File: src/rtl/periph_rst_seq.sv
// Staged reset sequencer: releases NUM_DOM peripheral resets in index order with a stagger gap and ready handshake.
// Latency: first release STAGGER+2 HCLK edges after SYSRESETn is sampled high; all outputs registered.
// Backpressure: none; software requests queue in a pending mask until the sequence reaches DONE.
//
// Ports:
//   HCLK         system clock, rising edge
//   SYSRESETn    synchronous active-low reset
//   sw_rst_req   per-domain one-cycle software reset request
//   dom_ready    per-domain init-complete level
//   dom_rstn     per-domain active-low reset (registered)
//   seq_done     all domains released, nothing in progress
//   busy         sequencer not in DONE
//   timeout_err  sticky: some domain missed its ack window
//   err_dom      index of the first domain that timed out
module periph_rst_seq #(
  parameter int NUM_DOM     = 4,
  parameter int STAGGER     = 16,
  parameter int ACK_TIMEOUT = 1024,
  parameter int IDX_W       = 3
) (
  input  logic               HCLK,
  input  logic               SYSRESETn,
  input  logic [NUM_DOM-1:0] sw_rst_req,
  input  logic [NUM_DOM-1:0] dom_ready,
  output logic [NUM_DOM-1:0] dom_rstn,
  output logic               seq_done,
  output logic               busy,
  output logic               timeout_err,
  output logic [IDX_W-1:0]   err_dom
);

  localparam int MAX_CNT = (STAGGER > ACK_TIMEOUT) ? STAGGER : ACK_TIMEOUT;
  localparam int TMR_W   = $clog2(MAX_CNT) + 1;

  localparam logic [TMR_W-1:0] STAG_T = TMR_W'(STAGGER);
  localparam logic [TMR_W-1:0] ACK_T  = TMR_W'(ACK_TIMEOUT - 1);
  localparam logic [IDX_W-1:0] LAST   = IDX_W'(NUM_DOM - 1);

  typedef enum logic [1:0] {
    HOLD,
    RELEASE,
    WAIT_ACK,
    DONE
  } state_t;

  state_t             state, state_nxt;
  logic [IDX_W-1:0]   idx, idx_nxt;
  logic [TMR_W-1:0]   timer, timer_nxt;
  logic [NUM_DOM-1:0] pend, pend_nxt;
  logic [NUM_DOM-1:0] rstn_nxt;
  logic               seq_done_nxt;
  logic               busy_nxt;
  logic               err_nxt;
  logic [IDX_W-1:0]   err_dom_nxt;

  // dom_ready of the domain currently being sequenced
  logic               ready_sel;
  // lowest-index domain with a pending software request
  logic [IDX_W-1:0]   low_idx;

  always_comb begin
    ready_sel = 1'b0;
    for (int j = 0; j < NUM_DOM; j++) begin
      if (idx == IDX_W'(j)) ready_sel = dom_ready[j];
    end
  end

  always_comb begin
    low_idx = '0;
    for (int j = NUM_DOM - 1; j >= 0; j--) begin
      if (pend[j]) low_idx = IDX_W'(j);
    end
  end

  always_ff @(posedge HCLK) begin
    if (!SYSRESETn) begin
      state       <= HOLD;
      idx         <= '0;
      timer       <= '0;
      pend        <= '0;
      dom_rstn    <= '0;
      seq_done    <= 1'b0;
      busy        <= 1'b1;
      timeout_err <= 1'b0;
      err_dom     <= '0;
    end else begin
      state       <= state_nxt;
      idx         <= idx_nxt;
      timer       <= timer_nxt;
      pend        <= pend_nxt;
      dom_rstn    <= rstn_nxt;
      seq_done    <= seq_done_nxt;
      busy        <= busy_nxt;
      timeout_err <= err_nxt;
      err_dom     <= err_dom_nxt;
    end
  end

  always_comb begin
    state_nxt   = state;
    idx_nxt     = idx;
    timer_nxt   = timer;
    pend_nxt    = pend | sw_rst_req;
    rstn_nxt    = dom_rstn;
    err_nxt     = timeout_err;
    err_dom_nxt = err_dom;

    case (state)
      HOLD: begin
        if (timer == STAG_T) begin
          state_nxt = RELEASE;
          timer_nxt = '0;
        end else begin
          timer_nxt = timer + TMR_W'(1);
        end
      end

      RELEASE: begin
        for (int j = 0; j < NUM_DOM; j++) begin
          if (idx == IDX_W'(j)) rstn_nxt[j] = 1'b1;
        end
        timer_nxt = '0;
        state_nxt = WAIT_ACK;
      end

      WAIT_ACK: begin
        // A ready seen on the terminal-count cycle wins over the timeout.
        if (ready_sel || (timer == ACK_T)) begin
          if (!ready_sel) begin
            err_nxt = 1'b1;
            if (!timeout_err) err_dom_nxt = idx;
          end
          timer_nxt = '0;
          if (idx == LAST) begin
            state_nxt = DONE;
          end else begin
            idx_nxt   = idx + IDX_W'(1);
            state_nxt = HOLD;
          end
        end else begin
          timer_nxt = timer + TMR_W'(1);
        end
      end

      DONE: begin
        if (pend != '0) begin
          // Re-sequence the requested domain and every dependent one above it;
          // requests arriving this very cycle stay queued for the next round.
          for (int j = 0; j < NUM_DOM; j++) begin
            if (IDX_W'(j) >= low_idx) rstn_nxt[j] = 1'b0;
          end
          pend_nxt  = sw_rst_req;
          idx_nxt   = low_idx;
          timer_nxt = '0;
          state_nxt = HOLD;
        end
      end

      default: begin
        state_nxt = HOLD;
      end
    endcase

    seq_done_nxt = (state_nxt == DONE);
    busy_nxt     = (state_nxt != DONE);
  end

endmodule

File: config.mk
export PLATFORM = sky130hd
export DESIGN_NAME = periph_rst_seq
export DESIGN_NICKNAME = d
export VERILOG_FILES = /design/src/rtl/periph_rst_seq.sv
export SDC_FILE = /design/constraint.sdc
export NUM_CORES = 1
export LEC_CHECK = 0
export CORE_MARGIN = 10
export CORE_UTILIZATION = 57
export DETAILED_ROUTE_END_ITERATION = 6
export PLACE_DENSITY = 0.83
export SETUP_SLACK_MARGIN = 0.3
export SYNTH_ARGS = -nofsm -noshare
export SYNTH_HDL_FRONTEND = slang
export SYNTH_SLANG_ARGS = --single-unit
export TNS_END_PERCENT = 30
File: constraint.sdc
create_clock -name HCLK -period 3.67 [get_ports HCLK]
set_input_delay 0.5505 -clock HCLK [delete_from_list [all_inputs] [get_ports HCLK]]
set_output_delay 0.5505 -clock HCLK [all_outputs]
set_load 0.005 [all_outputs]
After elaboration in Yosys (flattened, before gate mapping)
Index checks and enable logic that the tools add are counted.

Input port bits: 10. Register bits after elaboration: 30.

Add/sub/neg operators: 2. Equality and inequality tests: 21. Magnitude comparators: 4. Multiplexer cells: 33. Reductions and logical operators: 13. Bitwise gates (word level): 3.

Operators by type and width (number): $pmux W11 S4 (1); $mux W11 (3); $ne A2 B2 Y1 const B (12); $reduce_and A4 Y1 (6); $mux W3 (6); $mux W1 (12); $mux W4 (3); $add A11 B1 Y11 const B (1); $eq A11 B10 Y1 const B (1); $eq A11 B5 Y1 const B (1); $mux W2 (5); $pmux W2 S4 (1); $pmux W4 S2 (1); $eq A2 B2 Y1 const B (3); $eq A3 B2 Y1 const B (2); $ge A1 B3 Y1 const A (2); $ge A2 B3 Y1 const A (2); $pmux W3 S2 (1); $or A4 B4 Y4 (1); $reduce_bool A2 Y1 (2); $reduce_bool A4 Y1 (1); $add A3 B1 Y3 const B (1); $eq A3 B1 Y1 const B (1); $logic_not A3 Y1 (1); 5 further kinds (6).

Depth between registers and ports, before layout
Gate-level depths: netlist (run 1).

Depth in word-level cells: 9. Gate-level depth with buffers: 8. Depth with buffers taken out: 7.

Worst setup path before layout (run 1)
OpenSTA, ideal clock, no wires.

Path type: register to register. Start: register idx[1]. End: register timer[0]. Cell stages (with the launch flop): 9. Required time: 3.542 ns. Slack: 1.506 ns. Data arrival time: 2.036 ns. Library setup time: 0.128 ns. Cell sequence: dfxtp_1 > inv_1 > ha_1 > nand3b_1 > a2111oi_0 > nor3b_1 > o21ai_0 > clkbuf_1 > nor2_1.

Longest elaborated chain between the ends: 8. Elaborated cells between the ends (all ways): 11. Those cells by class: 3 x eq/ne; 6 x mux; 2 x reduce/logical.

Ends and longest elaborated chain: from (decl) (line 47) `logic [IDX_W-1:0] idx, idx_nxt;`; from (signal assigned) (line 88) `idx <= idx_nxt;`; $logic_not A3 Y1 (line 64) `if (idx == IDX_W'(j)) ready_sel = dom_ready[j];`; $mux W1 (3 in a row) (line 64); $mux W1 * (line 64); $logic_or A1 B1 Y1 * (line 128) `if (ready_sel || (timer == ACK_T)) begin`; $mux W11 * (line 128); $pmux W11 S4 * (line 108) `case (state)`; to (signal assigned) (line 89) `timer <= timer_nxt;`; to (decl) (line 48) `logic [TMR_W-1:0] timer, timer_nxt;`.

Every way passes the cells marked *; elsewhere a longest branch is shown, timed or not. A chain may end at the register's enable or synchronous reset.

Worst setup path after layout (run 1)
Start: register idx[1]. End: register busy.

Longest elaborated chain between the ends: 9. Elaborated cells between the ends (all ways): 13. Those cells by class: 4 x eq/ne; 7 x mux; 2 x reduce/logical.

Ends and longest elaborated chain: $logic_not A3 Y1 (line 64); $mux W1 (4 in a row) (line 64); $logic_or A1 B1 Y1 (line 128); $mux W2 * (line 128); $pmux W2 S4 * (line 108); $ne A2 B2 Y1 * (line 165) `busy_nxt = (state_nxt != DONE);`; to (signal assigned) (line 93) `busy <= busy_nxt;`; to (decl) (line 27) `output logic busy,`.

Marked as above.

==> reports/summary.log, run 1 <==
INFO  status         run_status=complete, no violations
INFO  grt            overall_overflow_remaining_after_global_route=0
INFO  cts            cts_post_setup_buffers_inserted=0
INFO  setup_path     path_max_fanout=4
INFO  cts            clock-sinks=30
INFO  routing        detailedRoute.firstIterationViolations=85
INFO  placement      port-buffer-count=19
INFO  layout         finish.net_count=208
INFO  layout         layout.cells.most_common_list=30 x sky130_fd_sc_hd__dfxtp_1, 24 x sky130_fd_sc_hd__nor2_1, 19 x sky130_fd_sc_hd__clkdlybuf4s50_1
INFO  logic_synthesis synth_top_family_by_area=simple AND/OR/NAND/NOR gates
INFO  cts            cts_hold_repair.buffers=0
INFO  logic_synthesis synth_area_leader_cell=sky130_fd_sc_hd__dfxtp_1
INFO  routing        drcViolationCount=0
INFO  logic_synthesis synth.top_cell.area_share=42.0%
INFO  routing        route.detailed.vias_per_inst=5.68
INFO  sta            timing_max_transition_violations_final=0
INFO  cts            tritoncts=yes
INFO  cts            path_clk_slew=0.10ns
INFO  setup_path     timing.critical_path.max_delay_family=compound AO/OA/AOI/OAI gates
INFO  floorplan      boundary_pin_count=20
INFO  layout         area.growth.synth_to_final=19.8%
INFO  logic_synthesis ys_warn_count=0
INFO  sta            finalHoldViolations=0
INFO  floorplan      chipHeight=70.1um
INFO  sta            hold-worst-slack=0.491ns
INFO  placement      globalplace.congestion=0.831
INFO  logic_synthesis mappedNetlistArea=0.00143mm^2
INFO  floorplan      floorplan.die.width=70.1um
INFO  power          static-leakage-power=0.634nW
INFO  setup_path     slowest_delay=0.68ns
INFO  placement      detailed_place_hpwl=2370um
INFO  routing        number_of_search_and_repair_iterations_in_the_first_detailed_routing_pass=4
INFO  grt            grt_start_max_net_pins=15
INFO  layout         most_common_library_cell_in_the_layout_ignoring_fill_and_taps=sky130_fd_sc_hd__dfxtp_1
INFO  layout         final.fill_count=197
INFO  cts            cts.repair.resized=0
INFO  cts            cts_root_buf=sky130_fd_sc_hd__clkbuf_4
INFO  routing        routed_wire_length_per_instance=14.2um
INFO  min_path       hold_path_class=register to register
INFO  floorplan      initial_utilization=58.8%
INFO  routing        total_wirelength=3160um
INFO  grt            global_route_wire_length_before_repair=5520um
INFO  sta            finalSetupTns=0ns
INFO  logic_synthesis synth.mux.area_fraction=2.10%
INFO  cts            cts_htree_levels=2
INFO  setup_path     end_kind=register
INFO  logic_synthesis synth-compound-area-share=16.3%
INFO  cts            clock_latency=0.34ns
INFO  logic_synthesis synth_cells=168
INFO  setup_path     ordered_list_of_cells_on_the_worst_path=inv_1 -> ha_1 -> nand3b_1 -> a2111oi_0 -> nor3b_1 -> a21o_1 -> or3_1
INFO  grt            grt_pass1_vias=1,240
INFO  floorplan      rows=18
INFO  logic_synthesis fraction_of_synthesized_cell_area_in_xor_and_xnor_cells=6.12%
INFO  power          post-layout-total-power=0.584mW
INFO  logic_synthesis synth.area.top_cells=sky130_fd_sc_hd__dfxtp_1 42%, sky130_fd_sc_hd__nor2_1 6.3%, sky130_fd_sc_hd__ha_1 6.1%, sky130_fd_sc_hd__a21oi_1 5.6%, sky130_fd_sc_hd__xor2_1 4.3%
INFO  logic_synthesis synth-seq-cells=30
INFO  power          power_per_cell_area=340mW/mm^2
INFO  setup_path     path_class=register to register
INFO  logic_synthesis number_of_enable_flip_flop_cells_after_synthesis=0
INFO  sta            rsz0062_at_grt=false
INFO  sta            final.setup_skew=0.00996ns
INFO  grt            track_usage=13.2%
INFO  logic_synthesis synth-adder-area-share=6.12%
INFO  logic_synthesis synth.net_count=185
INFO  setup_path     arrival=2.65ns
INFO  routing        via_count=1,261
INFO  layout         antenna_cells_inserted=0
INFO  logic_synthesis seq_total_area_yosys=42.0%
INFO  routing        drtAntennaViolNets=0
INFO  logic_synthesis synth.avg_cell_area=8.52um^2
INFO  sta            fmaxAchievable=0.412GHz
INFO  cts            cts_inserted_buffers=5
INFO  grt            antenna_found_initial=0
INFO  sta            setup_viol=0
INFO  setup_path     cell_with_the_largest_stage_delay_on_the_worst_path=sky130_fd_sc_hd__a2111oi_0
INFO  cts            ctsLongestPathBuffers=2
INFO  layout         drive_gt1_share=6.25%
INFO  floorplan      dieArea=0.00492mm^2
INFO  logic_synthesis synth_async_sr_flop_share=0%
INFO  sta            worst_slew_pin_slew=0.769ns
INFO  logic_synthesis yosys.cell_types.count=34
INFO  floorplan      core_area=0.00243mm^2
INFO  setup_path     worstPathRequired=3.89ns
INFO  sta            tmin_final=2.43ns
INFO  sta            max_slew_margin=47.4%
INFO  logic_synthesis ys.flop_type=sky130_fd_sc_hd__dfxtp_1
INFO  power          vdd.ir_drop.worst=0.255mV
INFO  sta            finalCritPeriodShare=66.1%
INFO  run            max_cap_viol_count=0
INFO  setup_path     path_buf_inv=1
INFO  setup_path     worst_setup_path_start_kind=register
INFO  logic_synthesis post_synth_simple_gate_area=23.4%
where the power goes:
group | leakage [nW] | internal, mW | switching [mW] | total (mW)
Clock | 0.0353 | 0.0927 | 0.115 | 0.208
Sequential | 0.244 | 0.331 | 0.00742 | 0.339
Combinational | 0.355 | 0.0198 | 0.0176 | 0.0374
Total | 0.634 | 0.444 | 0.140 | 0.584
worst paths after layout:
kind,from,to,slack (ns),cells past startpoint
worst min register to register,dom_rstn[2]$_SDFFE_PN0P_,dom_rstn[2]$_SDFFE_PN0P_,0.49,2
worst min-delay path,dom_rstn[2]$_SDFFE_PN0P_,dom_rstn[2]$_SDFFE_PN0P_,0.49,2
worst max register to register,idx[1]$_SDFFE_PN0P_,busy$_SDFF_PN1_,1.24,7
worst max-delay path,idx[1]$_SDFFE_PN0P_,busy$_SDFF_PN1_,1.24,7
flip-flops by register name, summed over array words and instances (netlist names):
register,flops
state,2
timer,11
idx,3
pend,4
busy,1
dom_rstn,4
err_dom,3
timeout_err,1
seq_done,1
cells in the mapped netlist, types with 3 or more instances:
master and count:
sky130_fd_sc_hd__a211oi_1 3, sky130_fd_sc_hd__clkbuf_1 5, sky130_fd_sc_hd__nor4_1 3, sky130_fd_sc_hd__o21ai_0 6, sky130_fd_sc_hd__nor2_1 24, sky130_fd_sc_hd__o21a_1 3
sky130_fd_sc_hd__xnor2_1 3, sky130_fd_sc_hd__nand3_1 5, sky130_fd_sc_hd__a21oi_1 16, sky130_fd_sc_hd__nor3_1 4, sky130_fd_sc_hd__xor2_1 7, sky130_fd_sc_hd__inv_1 10
sky130_fd_sc_hd__ha_1 7, sky130_fd_sc_hd__nand2_1 14, sky130_fd_sc_hd__dfxtp_1 30, sky130_fd_sc_hd__mux2i_1 3
kinds of logic (layout without fill, tap and decap cells):
group                      Yosys count  in the layout
buffers and inverters               15             39
adders and majority gates            7              7
and+or+nand+nor                     67             67
muxes                                3              3
xor gates and xnor gates            10             10
DFF                                 30             30
AOI/OAI and AO/OA                   36             36
worst register-to-register path, cell delays in order, from the launching register on:
cell and delay, ns:
sky130_fd_sc_hd__dfxtp_1 0.41, sky130_fd_sc_hd__inv_1 0.10, sky130_fd_sc_hd__ha_1 0.25, sky130_fd_sc_hd__nand3b_1 0.18, sky130_fd_sc_hd__a2111oi_0 0.68, sky130_fd_sc_hd__nor3b_1 0.13
sky130_fd_sc_hd__a21o_1 0.21, sky130_fd_sc_hd__or3_1 0.36
per-stage QoR:
stage	instance area, um^2	worst slack [ns]	cells	util [%]
floorplan	1430	1.51	168	-
global placement	1660	1.12	214	68.1
detailed placement	1660	1.04	214	68.1
CTS	1720	1.27	222	70.5
global route	1720	1.03	222	70.5
finish	1720	1.24	222	70.5
layer usage:
| metal | wire, um | GRT usage [%] | up-vias |
|---|---|---|---|
| li1 | - | - | 632 |
| met1 | 1350 | 15.1 | 589 |
| met2 | 1590 | 22.0 | 33 |
| met3 | 167 | 4.24 | 7 |
| met4 | 53 | 5.26 | 0 |
| met5 | 0 | 0 | - |
final cells by class:
cell class	instances	area (um^2)	area share (%)
clock buffers	7	55.1	3.21
clock inverters	1	5.00	0.292
flip-flops and latches	30	601	35.0
repair buffers	21	205	12.0
multi-input cells	123	774	45.1
inverters	10	37.5	2.19
well taps	30	37.5	2.19
(Power assumes the default switching activity.)
==> inputs of run 2 (changes only) <==
Settings changed: CORE_UTILIZATION 57 to 53, PLACE_DENSITY 0.83 to 0.78.
Clock period 3.67 ns to 2.5 ns, I/O delays scaled along.
==> run 2 against run 1 <==
Against the previous run: count of clock-buffer cells in the layout stayed put; cell area up 3.2%; sequential power is 47% higher; largest cell class unchanged.
==> reports/summary.log, run 2 (synthesis gave the netlist of run 1 again) <==
INFO  grt            overall_overflow_remaining_after_global_route=0 [unchanged]
INFO  power          power_per_cell_area=480mW/mm^2 [+41%]
INFO  setup_path     worst_setup_path_start_kind=register
INFO  routing        route.detailed.vias_per_inst=5.78 [+1.8%]
INFO  floorplan      core_area=0.00252mm^2 [+3.7%]
INFO  layout         layout.cells.most_common_list=24 x sky130_fd_sc_hd__nor2_1, 21 x sky130_fd_sc_hd__dfxtp_1, 19 x sky130_fd_sc_hd__clkdlybuf4s50_1
INFO  status         run_status=complete, no violations
INFO  placement      detailed_place_hpwl=2420um [+2.0%]
INFO  power          vdd.ir_drop.worst=0.460mV [+80%]
INFO  floorplan      boundary_pin_count=20 [unchanged]
INFO  floorplan      initial_utilization=56.7% [-2.1 points]
INFO  layout         most_common_library_cell_in_the_layout_ignoring_fill_and_taps=sky130_fd_sc_hd__nor2_1
INFO  sta            finalCritPeriodShare=85.7% [+20 points]
INFO  setup_path     ordered_list_of_cells_on_the_worst_path=inv_1 -> ha_2 -> nor2b_1 -> or3_1 -> o221a_4 -> or4_1 -> a21oi_1
INFO  routing        number_of_search_and_repair_iterations_in_the_first_detailed_routing_pass=4 [unchanged]
INFO  setup_path     cell_with_the_largest_stage_delay_on_the_worst_path=sky130_fd_sc_hd__or4_1
INFO  layout         largest_reg_flops=11 [unchanged]
INFO  sta            tmin_final=2.14ns [-0.284 ns]
INFO  placement      globalplace.congestion=0.795 [-4.3%]
INFO  floorplan      dieArea=0.00518mm^2 [+5.4%]
INFO  layout         finish.net_count=210 [+0.96%]
INFO  setup_path     timing.critical_path.max_delay_family=simple AND/OR/NAND/NOR gates
INFO  floorplan      floorplan.die.width=72.0um [+2.7%]
INFO  grt            track_usage=12.4% [-0.83 points]
INFO  routing        detailedRoute.firstIterationViolations=66 [-22%]
INFO  min_path       hold_end=err_dom[1]$_SDFFE_PN0P_
INFO  layout         final.fill_count=194 [-1.5%]
INFO  cts            clock-sinks=30 [unchanged]
INFO  sta            setup_viol=0 [unchanged]
INFO  layout         final_cells=224 [+0.90%]
INFO  setup_path     worstPathRequired=2.75ns [-1.14 ns]
INFO  cts            ctsLongestPathBuffers=2 [unchanged]
INFO  cts            cts_htree_levels=2 [unchanged]
INFO  grt            global_route_wire_length_before_repair=5200um [-5.9%]
INFO  setup_path     r2r_end=idx[0]$_SDFFE_PN0P_
INFO  setup_path     path_buf_inv=1 [unchanged]
INFO  min_path       hold_path_class=register to register
INFO  run            max_cap_viol_count=0 [unchanged]
INFO  grt            grt_start_max_net_pins=15 [unchanged]
INFO  power          static-leakage-power=0.646nW [+1.8%]
INFO  sta            rsz0062_at_grt=false
INFO  placement      port-buffer-count=19 [unchanged]
INFO  min_path       min-delay-start=err_dom[1]$_SDFFE_PN0P_
INFO  sta            hold-worst-slack=0.499ns [+0.00795 ns]
INFO  cts            cts_root_buf=sky130_fd_sc_hd__clkbuf_4
INFO  cts            cts_inserted_buffers=5 [unchanged]
INFO  cts            tritoncts=yes
INFO  layout         area.growth.synth_to_final=23.7%
INFO  setup_path     path_class=register to register
INFO  min_path       hold_depth=2 [unchanged]
INFO  layout         max_flop_register=timer
INFO  setup_path     cp_num_cells=7 [unchanged]
INFO  sta            finalSetupTns=0ns [unchanged]
INFO  setup_path     path_max_fanout=6 [+2]
INFO  layout         antenna_cells_inserted=0 [unchanged]
INFO  power          post-layout-total-power=0.850mW [+46%]
INFO  setup_path     reg2reg_depth=7 [unchanged]
INFO  setup_path     arrival=2.39ns [-0.26 ns]
INFO  floorplan      rows=18 [unchanged]
INFO  layout         drive_gt1_share=14.4% [+8.2 points]
INFO  sta            worst_slew_pin_slew=0.452ns [-0.318 ns]
INFO  cts            clock_latency=0.32ns [-0.02 ns]
INFO  placement      post-place-cells=216 [+0.93%]
INFO  routing        routed_wire_length_per_instance=14.4um [+1.2%]
INFO  grt            antenna_found_initial=0 [unchanged]
INFO  routing        drcViolationCount=0 [unchanged]
INFO  setup_path     crit-reg2reg-launch=idx[0]$_SDFFE_PN0P_
INFO  setup_path     rrSetupSlack=0.36ns [-0.89 ns]
INFO  floorplan      chipHeight=72.0um [+2.7%]
INFO  routing        drtAntennaViolNets=0 [unchanged]
INFO  routing        total_wirelength=3220um [+2.1%]
INFO  cts            cts_post_setup_buffers_inserted=0 [unchanged]
INFO  cts            cts_hold_repair.buffers=0 [unchanged]
INFO  setup_path     end_kind=register
INFO  sta            finalHoldViolations=0 [unchanged]
INFO  sta            final.setup_skew=0.00541ns [-0.00455 ns]
INFO  grt            grt_pass1_vias=1,202 [-3.1%]
INFO  layout         reg_top3=timer (11), dom_rstn (4), pend (4)
INFO  cts            path_clk_slew=0.09ns [about the same]
INFO  routing        via_count=1,295 [+2.7%]
INFO  sta            max_slew_margin=69.9% [+22 points]
INFO  sta            timing_max_transition_violations_final=0 [unchanged]
INFO  setup_path     slowest_delay=0.51ns [-0.17 ns]
INFO  sta            fmaxAchievable=0.467GHz [+13%]
-- run 2: cell count changes in the layout (fill, tap and decap cells not counted) --
cell                        change
sky130_fd_sc_hd__dfxtp_1        -9
sky130_fd_sc_hd__dfxtp_2        +8
sky130_fd_sc_hd__ha_1           -4
sky130_fd_sc_hd__ha_2           +3
sky130_fd_sc_hd__buf_4          +2
sky130_fd_sc_hd__a2111oi_0      -1
sky130_fd_sc_hd__a2111oi_2      +1
sky130_fd_sc_hd__dfxtp_4        +1
sky130_fd_sc_hd__ha_4           +1
-- run 2: area by class of cell --
| cell class | count | area [um^2] | share of cell area [%] |
|---|---|---|---|
| clock inverters | 1 | 5.00 | 0.283 |
| multi-input cells | 123 | 801 | 45.2 |
| clock buffers | 7 | 55.1 | 3.11 |
| repair buffers | 23 | 220 | 12.4 |
| well taps | 30 | 37.5 | 2.12 |
| inverters | 10 | 37.5 | 2.12 |
| flip-flops and latches | 30 | 614 | 34.7 |
-- run 2: worst register-to-register path, delay by kind of cell, from the launching register on --
kind	cells	cell delay (ns)
flops	1	0.39
compound gates	2	0.44
buf+inv	1	0.07
fa+ha+maj	1	0.20
simple gates	3	0.98
-- run 2: worst max-delay path by stage --
stage                                    from               endpoint  slack, ns
after detailed placement  idx[0]$_SDFFE_PN0P_    idx[0]$_SDFFE_PN0P_       0.24
after global placement           dom_ready[1]        busy$_SDFF_PN1_       0.25
after global routing      idx[1]$_SDFFE_PN0P_    idx[0]$_SDFFE_PN0P_       0.30
final                     idx[0]$_SDFFE_PN0P_    idx[0]$_SDFFE_PN0P_       0.36
after floorplan           idx[1]$_SDFFE_PN0P_  timer[0]$_SDFFE_PN0N_       0.34
after CTS                 idx[1]$_SDFFE_PN0P_        busy$_SDFF_PN1_       0.30
-- run 2: through the flow --
step	utilization [%]	cell area, um^2	setup WS, ns
after CTS	68.8	1730	0.301
final	70.2	1770	0.357
after global routing	70.2	1770	0.296
after global placement	66.2	1670	0.248
after detailed placement	66.2	1670	0.245
after floorplan	-	1430	0.336
-- run 2: timing repair --
| item | CTS | global route |
|---|---|---|
| pin swaps | 0 | 2 |
| endpoints found under the hold margin | 0 | 0 |
| setup endpoints to repair | 1 | 16 |
| resized for setup | 2 | 15 |
-- run 2: routing by layer --
layer	routed length (um)	global-route usage, %	up-vias
met5	0	0	-
met4	44	5.81	0
met3	215	5.03	5
met2	1620	21.4	47
met1	1340	12.7	605
li1	-	-	638
-- run 2: report_power, final --
group / switching [mW] / leakage, nW / internal (mW) / total [mW]
Combinational: 0.0254 / 0.362 / 0.0309 / 0.0563
Sequential: 0.0114 / 0.248 / 0.486 / 0.497
Clock: 0.160 / 0.0353 / 0.136 / 0.296
==> inputs of run 3 (changes only) <==
Settings changed: CAP_MARGIN set to 15, CORE_MARGIN 10 to 5.
==> run 3 against run 2 <==
Against the previous run: critical path depth is the same; hold slack improved by 0.0015 ns; clock power up 2%; total power rose by 0.67%; sequential cell count unchanged; clock skew grew 0.0040 ns; first-iteration DRC count decreased by 39%; fmax fell by 2.0%; setup slack worse by 0.043 ns; routed wire length fell by 5.7%; sequential power barely moved; cell area decreased by 2.0%.
==> reports/summary.log, run 3 (synthesis gave the netlist of run 1 again) <==
INFO  status         run_status=complete, no violations
INFO  cts            ctsLongestPathBuffers=2 [unchanged]
INFO  routing        total_wirelength=3040um [-5.7%]
INFO  setup_path     arrival=2.45ns [+0.06 ns]
INFO  power          vdd.ir_drop.worst=0.453mV [-1.4%]
INFO  sta            finalSetupTns=0ns [unchanged]
INFO  floorplan      dieArea=0.00384mm^2 [-26%]
INFO  sta            worst_slew_pin_slew=0.454ns [+0.00230 ns]
INFO  min_path       hold_path_class=register to register
INFO  floorplan      floorplan.die.width=62.0um [-14%]
INFO  placement      port-buffer-count=19 [unchanged]
INFO  routing        via_count=1,242 [-4.1%]
INFO  setup_path     path_class=register to register
INFO  routing        number_of_search_and_repair_iterations_in_the_first_detailed_routing_pass=4 [unchanged]
INFO  sta            final.setup_skew=0.00939ns [+0.00398 ns]
INFO  grt            antenna_found_initial=0 [unchanged]
INFO  placement      globalplace.congestion=0.818 [+2.9%]
INFO  routing        detailedRoute.firstIterationViolations=40 [-39%]
INFO  cts            cts_inserted_buffers=5 [unchanged]
INFO  routing        drtAntennaViolNets=0 [unchanged]
INFO  floorplan      boundary_pin_count=20 [unchanged]
INFO  layout         drive_gt1_share=8.25% [-6.2 points]
INFO  floorplan      initial_utilization=56.7% [unchanged]
INFO  sta            fmaxAchievable=0.457GHz [-2.0%]
INFO  layout         most_common_library_cell_in_the_layout_ignoring_fill_and_taps=sky130_fd_sc_hd__dfxtp_1
INFO  placement      pre_cts_slack=0.236ns [-0.00897 ns]
INFO  min_path       min-delay-start=err_dom[1]$_SDFFE_PN0P_
INFO  layout         layout.cells.most_common_list=29 x sky130_fd_sc_hd__dfxtp_1, 24 x sky130_fd_sc_hd__nor2_1, 19 x sky130_fd_sc_hd__clkdlybuf4s50_1
INFO  cts            tritoncts=yes
INFO  sta            tmin_final=2.19ns [+0.0432 ns]
INFO  grt            grt_start_max_net_pins=15 [unchanged]
INFO  sta            timing_max_transition_violations_final=0 [unchanged]
INFO  routing        drcViolationCount=0 [unchanged]
INFO  layout         largest_reg_flops=11 [unchanged]
INFO  layout         final_design_area_no_fill=0.00174mm^2 [-2.0%]
INFO  layout         final.fill_count=213 [+9.8%]
INFO  routing        route.detailed.vias_per_inst=5.54 [-4.1%]
INFO  layout         antenna_cells_inserted=0 [unchanged]
INFO  setup_path     end_kind=register
INFO  setup_path     worstPathRequired=2.77ns [+0.02 ns]
INFO  sta            finalCritPeriodShare=87.4% [+1.7 points]
INFO  floorplan      chipHeight=62.0um [-14%]
INFO  sta            post-route-worst-setup-slack=0.314ns [-0.0432 ns]
INFO  cts            cts_root_buf=sky130_fd_sc_hd__clkbuf_4
INFO  grt            grt_pass1_vias=1,195 [-0.58%]
INFO  setup_path     path_max_fanout=6 [unchanged]
INFO  sta            rsz0062_at_grt=true
INFO  layout         reg_top3=timer (11), dom_rstn (4), pend (4)
INFO  setup_path     crit-reg2reg-launch=idx[0]$_SDFFE_PN0P_
INFO  power          power_per_cell_area=493mW/mm^2 [+2.7%]
INFO  grt            overall_overflow_remaining_after_global_route=0 [unchanged]
INFO  placement      placed_area=0.00167mm^2 [unchanged]
INFO  grt            global_route_wire_length_before_repair=5220um [+0.54%]
INFO  sta            max_slew_margin=69.7% [-0.15 points]
INFO  cts            clock_latency=0.34ns [+0.02 ns]
INFO  floorplan      core_area=0.00252mm^2 [unchanged]
INFO  routing        routed_wire_length_per_instance=13.6um [-5.7%]
INFO  placement      detailed_place_hpwl=2280um [-5.6%]
INFO  layout         finish.net_count=210 [unchanged]
INFO  layout         max_flop_register=timer
INFO  setup_path     critical_path.startpoint=idx[0]$_SDFFE_PN0P_
INFO  cts            path_clk_slew=0.09ns [about the same]
INFO  sta            finalHoldViolations=0 [unchanged]
INFO  cts            clock-sinks=30 [unchanged]
INFO  sta            setup_viol=0 [unchanged]
INFO  setup_path     worst_setup_path_start_kind=register
INFO  run            max_cap_viol_count=0 [unchanged]
INFO  grt            track_usage=18.7% [+6.4 points]
INFO  floorplan      rows=18 [unchanged]
INFO  power          static-leakage-power=0.644nW [-0.22%]
INFO  cts            cts_htree_levels=2 [unchanged]
INFO  layout         area.growth.synth_to_final=21.2%
[run 3: final timing paths]
kind / to / slack [ns] / depth (start not counted)
worst min-delay path: err_dom[1]$_SDFFE_PN0P_ / 0.50 / 2
worst max-delay path: idx[0]$_SDFFE_PN0P_ / 0.31 / 7
worst max register to register: idx[0]$_SDFFE_PN0P_ / 0.31 / 7
worst min register to register: err_dom[1]$_SDFFE_PN0P_ / 0.50 / 2
[run 3: final cells by class]
| cell class | count | area (um^2) | area share [%] |
|---|---|---|---|
| Multi-Input combinational cell | 123 | 778 | 44.8 |
| Sequential cell | 30 | 602 | 34.7 |
| Clock buffer | 7 | 55.1 | 3.17 |
| Tap cell | 30 | 37.5 | 2.16 |
| Clock inverter | 1 | 5.00 | 0.288 |
| Timing Repair Buffer | 23 | 220 | 12.7 |
| Inverter | 10 | 37.5 | 2.16 |
[run 3: repair_timing]
action	CTS	global route
endpoints found under the setup margin	2	17
buffers inserted	0	0
hold buffers	0	0
resized for setup	2	1
[run 3: critical path: stages (launching register included)]
cell and delay [ns]:
sky130_fd_sc_hd__dfxtp_2 0.39, sky130_fd_sc_hd__inv_1 0.08, sky130_fd_sc_hd__ha_1 0.23, sky130_fd_sc_hd__nor2b_1 0.15
sky130_fd_sc_hd__or3_1 0.32, sky130_fd_sc_hd__o221a_4 0.32, sky130_fd_sc_hd__or4_1 0.50, sky130_fd_sc_hd__a21oi_1 0.12
[run 3: per-stage QoR]
step	instances	power [mW]	hold WS [ns]	utilization [%]
after global placement	216	0.562	0.470	66.2
after detailed placement	216	0.563	0.478	66.2
final	224	0.855	0.500	68.8
after global routing	224	0.896	0.544	68.8
after floorplan	168	0.536	0.470	-
after CTS	224	0.864	0.502	68.8
[run 3: per-layer routing]
metal	part of all wire [%]	wire length (um)	global-route usage, %
met4	2.0	61	8.48
met3	4.9	150	6.20
met2	49	1500	31.8
met1	43	1320	21.1
met5	0	0	0
[run 3: report_power, final]
| part | internal [mW] | switching [mW] |
|---|---|---|
| logic | 0.0301 | 0.0245 |
| clock network | 0.136 | 0.167 |
| registers | 0.486 | 0.0114 |
==> variant: new RTL, settings of run 3 <==
Reset style: asynchronous (`SYSRESETn`), changed in one clocked block. Comments in the files are not updated.
--- a/src/rtl/periph_rst_seq.sv
+++ b/src/rtl/periph_rst_seq.sv
@@ -72,7 +72,7 @@
     end
   end
 
-  always_ff @(posedge HCLK) begin
+  always_ff @(posedge HCLK or negedge SYSRESETn) begin
     if (!SYSRESETn) begin
       state       <= HOLD;
       idx         <= '0;
Check against the original RTL: same outputs for any inputs over 10 cycles, from zero or initial values and one cycle with SYSRESETn low; that may be too few to reach the edited logic, so the function may still have changed.
==> variant against run 3 <==
Final cell count increased by 3.6%. Core utilization is 4.9 points lower. Design area is 11% higher. Wire length rose by 21%. Area after synthesis grew 15%. Sequential cell count did not move. Worst setup slack gained 55 ps. Count of clock-buffer cells in the layout fell by 1. Maximum frequency up 2.6%. Worst hold slack worse by 80 ps. Non-clock buffer count is 1 lower. Critical endpoint is now timer[8]. Largest cell class unchanged.
Power is not compared: it rests on default switching activity, and its combinational part moved more than twofold at a synthesized area within 25%.
==> variant: results (changes against run 3) <==
Outcome
  • Status: completed

CTS
  • CTS max path bufs: 2 (unchanged)
  • Num CTS Buffers: 5 (unchanged)
  • Clock root buffer: clkbuf_4
  • CTS H-Tree Depth: 2 (unchanged)

Logic synthesis
  • Number of enable-type register cells in the synthesized netlist: 0 (unchanged)
  • Net Count, Synth: 181 (-2.2%)
  • Mean post-synth cell area: 10.1 um2 (+18%)
  • Top post-synthesis cells by area: dfrtp_1 (44%), ha_1 (5.3%), o21ai_0 (5.1%)
  • Netlist cell types: 49 (+44%)
  • Sequential-to-total area share from yosys stat: 0.455 (+0.0354)
  • Main synth FF type: dfrtp_1
  • Most frequent cells after synthesis: dfrtp_1 (29), o21ai_0 (17), nand2_1 (14), inv_1 (10), a21oi_1 (9)
  • Post-synth ARST share: 1.00 (+1.00)

Layout
  • Number of diodes: 0 (unchanged)
  • Fin nets: 204 (-2.9%)
  • Fraction of layout cells with a size suffix above 1: 0.138 (+0.0558)
  • Largest regs: timer: 11 flops, dom_rstn: 4 flops, pend: 4 flops
  • FILL cells: 250 (+17%)
  • Finished Layout Cells: 232 (+3.6%)

Pwr
  • Power Density: ~400 nW/um2
  • Worst VDD drop: between 0.0003 and 0.0004 V
  • Leakage power: between 0.8 and 0.9 nW

Route
  • Mean routed wirelength per cell: 15.9 um (+17%)
  • 1st-iter DRT viols: 70 (+75%)
  • Post-DR vias/cell: 5.84 (+5.3%)

Place
  • GP Congestion: 0.870 (+6.4%)
  • Cells after DPL: 224 (+3.7%)
  • Pre-CTS WS: 202 ps (-33.7 ps)
  • Cell area after placement: 1870 um2 (+12%)
  • DPL Wire Length: 2610 um (+14%)
  • Buffers on Ports: 19 (unchanged)

Global route
  • Vias in the first global route: 1287 (+7.7%)
  • Total Routing Usage GR: 0.184 (-0.00292)
  • First-pass GRT wire length: 6000 um (+15%)
  • Initial antenna violation count: 0 (unchanged)
  • Pin count of the biggest net entering global routing: 31 (+16)

Critical path
  • Critical Path Slowest Stage Cell: dfrtp_1
  • Worst path max stage delay: 420 ps (-80 ps)
  • Peak fanout along the critical path: 7 (+1)
  • Crit. Startpoint: idx[0]
  • Critical Path AT: 2350 ps (-100 ps)

Hold path
  • Worst min-delay path class: primary input to asynchronous set/reset pin

STA
  • Max Clock Skew: 3.19 ps (-6.20 ps)
  • Slew HR: 0.627 (-0.0699)
==> variant: cell types whose count changed in the layout (fill, tap and decap cells not counted), sizes merged, moves of 3 or more <==
cell	delta
a21o	+3
a22o	+3
mux2	+3
or3	+4
a31oi	+4
dfrtp	+29
xor2	-6
nor3	+3
dfxtp	-30
nor2	-19
a21oi	-7
o21ai	+11
or4	-3
==> variant: cell families after synthesis <==
kind of cell,synth area share
AO/OA/AOI/OAI,0.193
flip-flops,0.455
AND/OR/NAND/NOR,0.208
multiplexers,0.0265
buffers and inverters,0.0538
adder cells (fa/ha/maj),0.0530
XOR/XNOR,0.0106
==> variant: report_power, final <==
group | switching [mW] | internal (mW)
Clock | 0.163 | 0.107
Combinational | 0.0127 | 0.0140
Sequential | 0.000000000000000183 | 0.485
Total | 0.176 | 0.606
==> variant: layout make-up <==
cell class,count,share of cell area
well taps,44,0.0285
inverters,10,0.0194
flip-flops and latches,30,0.389
multi-input cells,118,0.427
clock buffers,6,0.0213
repair buffers,22,0.110
clock inverters,2,0.00517
==> variant: routing by layer <==
| metal | vias up | share of wire | global-route usage |
|---|---|---|---|
| met3 | 8 | 0.067 | 0.0425 |
| met5 | - | 0 | 0 |
| met4 | 0 | 0.016 | 0.0881 |
| li1 | 640 | - | - |
| met2 | 58 | 0.50 | 0.309 |
| met1 | 648 | 0.41 | 0.221 |
==> variant: worst max-delay path, delay by kind of cell (launching register included) <==
| family | cells | cell delay, ps |
|---|---|---|
| compound gates | 2 | 690 |
| flops | 1 | 420 |
| fa+ha+maj | 2 | 420 |
| simple gates | 2 | 490 |
==> variant: worst paths after layout <==
path / end / cells past startpoint / slack (ps)
hold / removal: seq_done / 2 / 420
setup / recovery: timer[8] / 6 / 370
max in group asynchronous: busy / 2 / 1770
hold reg to reg: err_dom[1] / 1 / 510
setup reg to reg: timer[8] / 6 / 370
min in group HCLK: err_dom[1] / 1 / 510
==> variant: repair_timing <==
action | 4_1_cts | 5_1_grt
endpoints found under the setup margin | 5 | 12
pin swaps | 0 | 1
gates resized for setup | 1 | 3
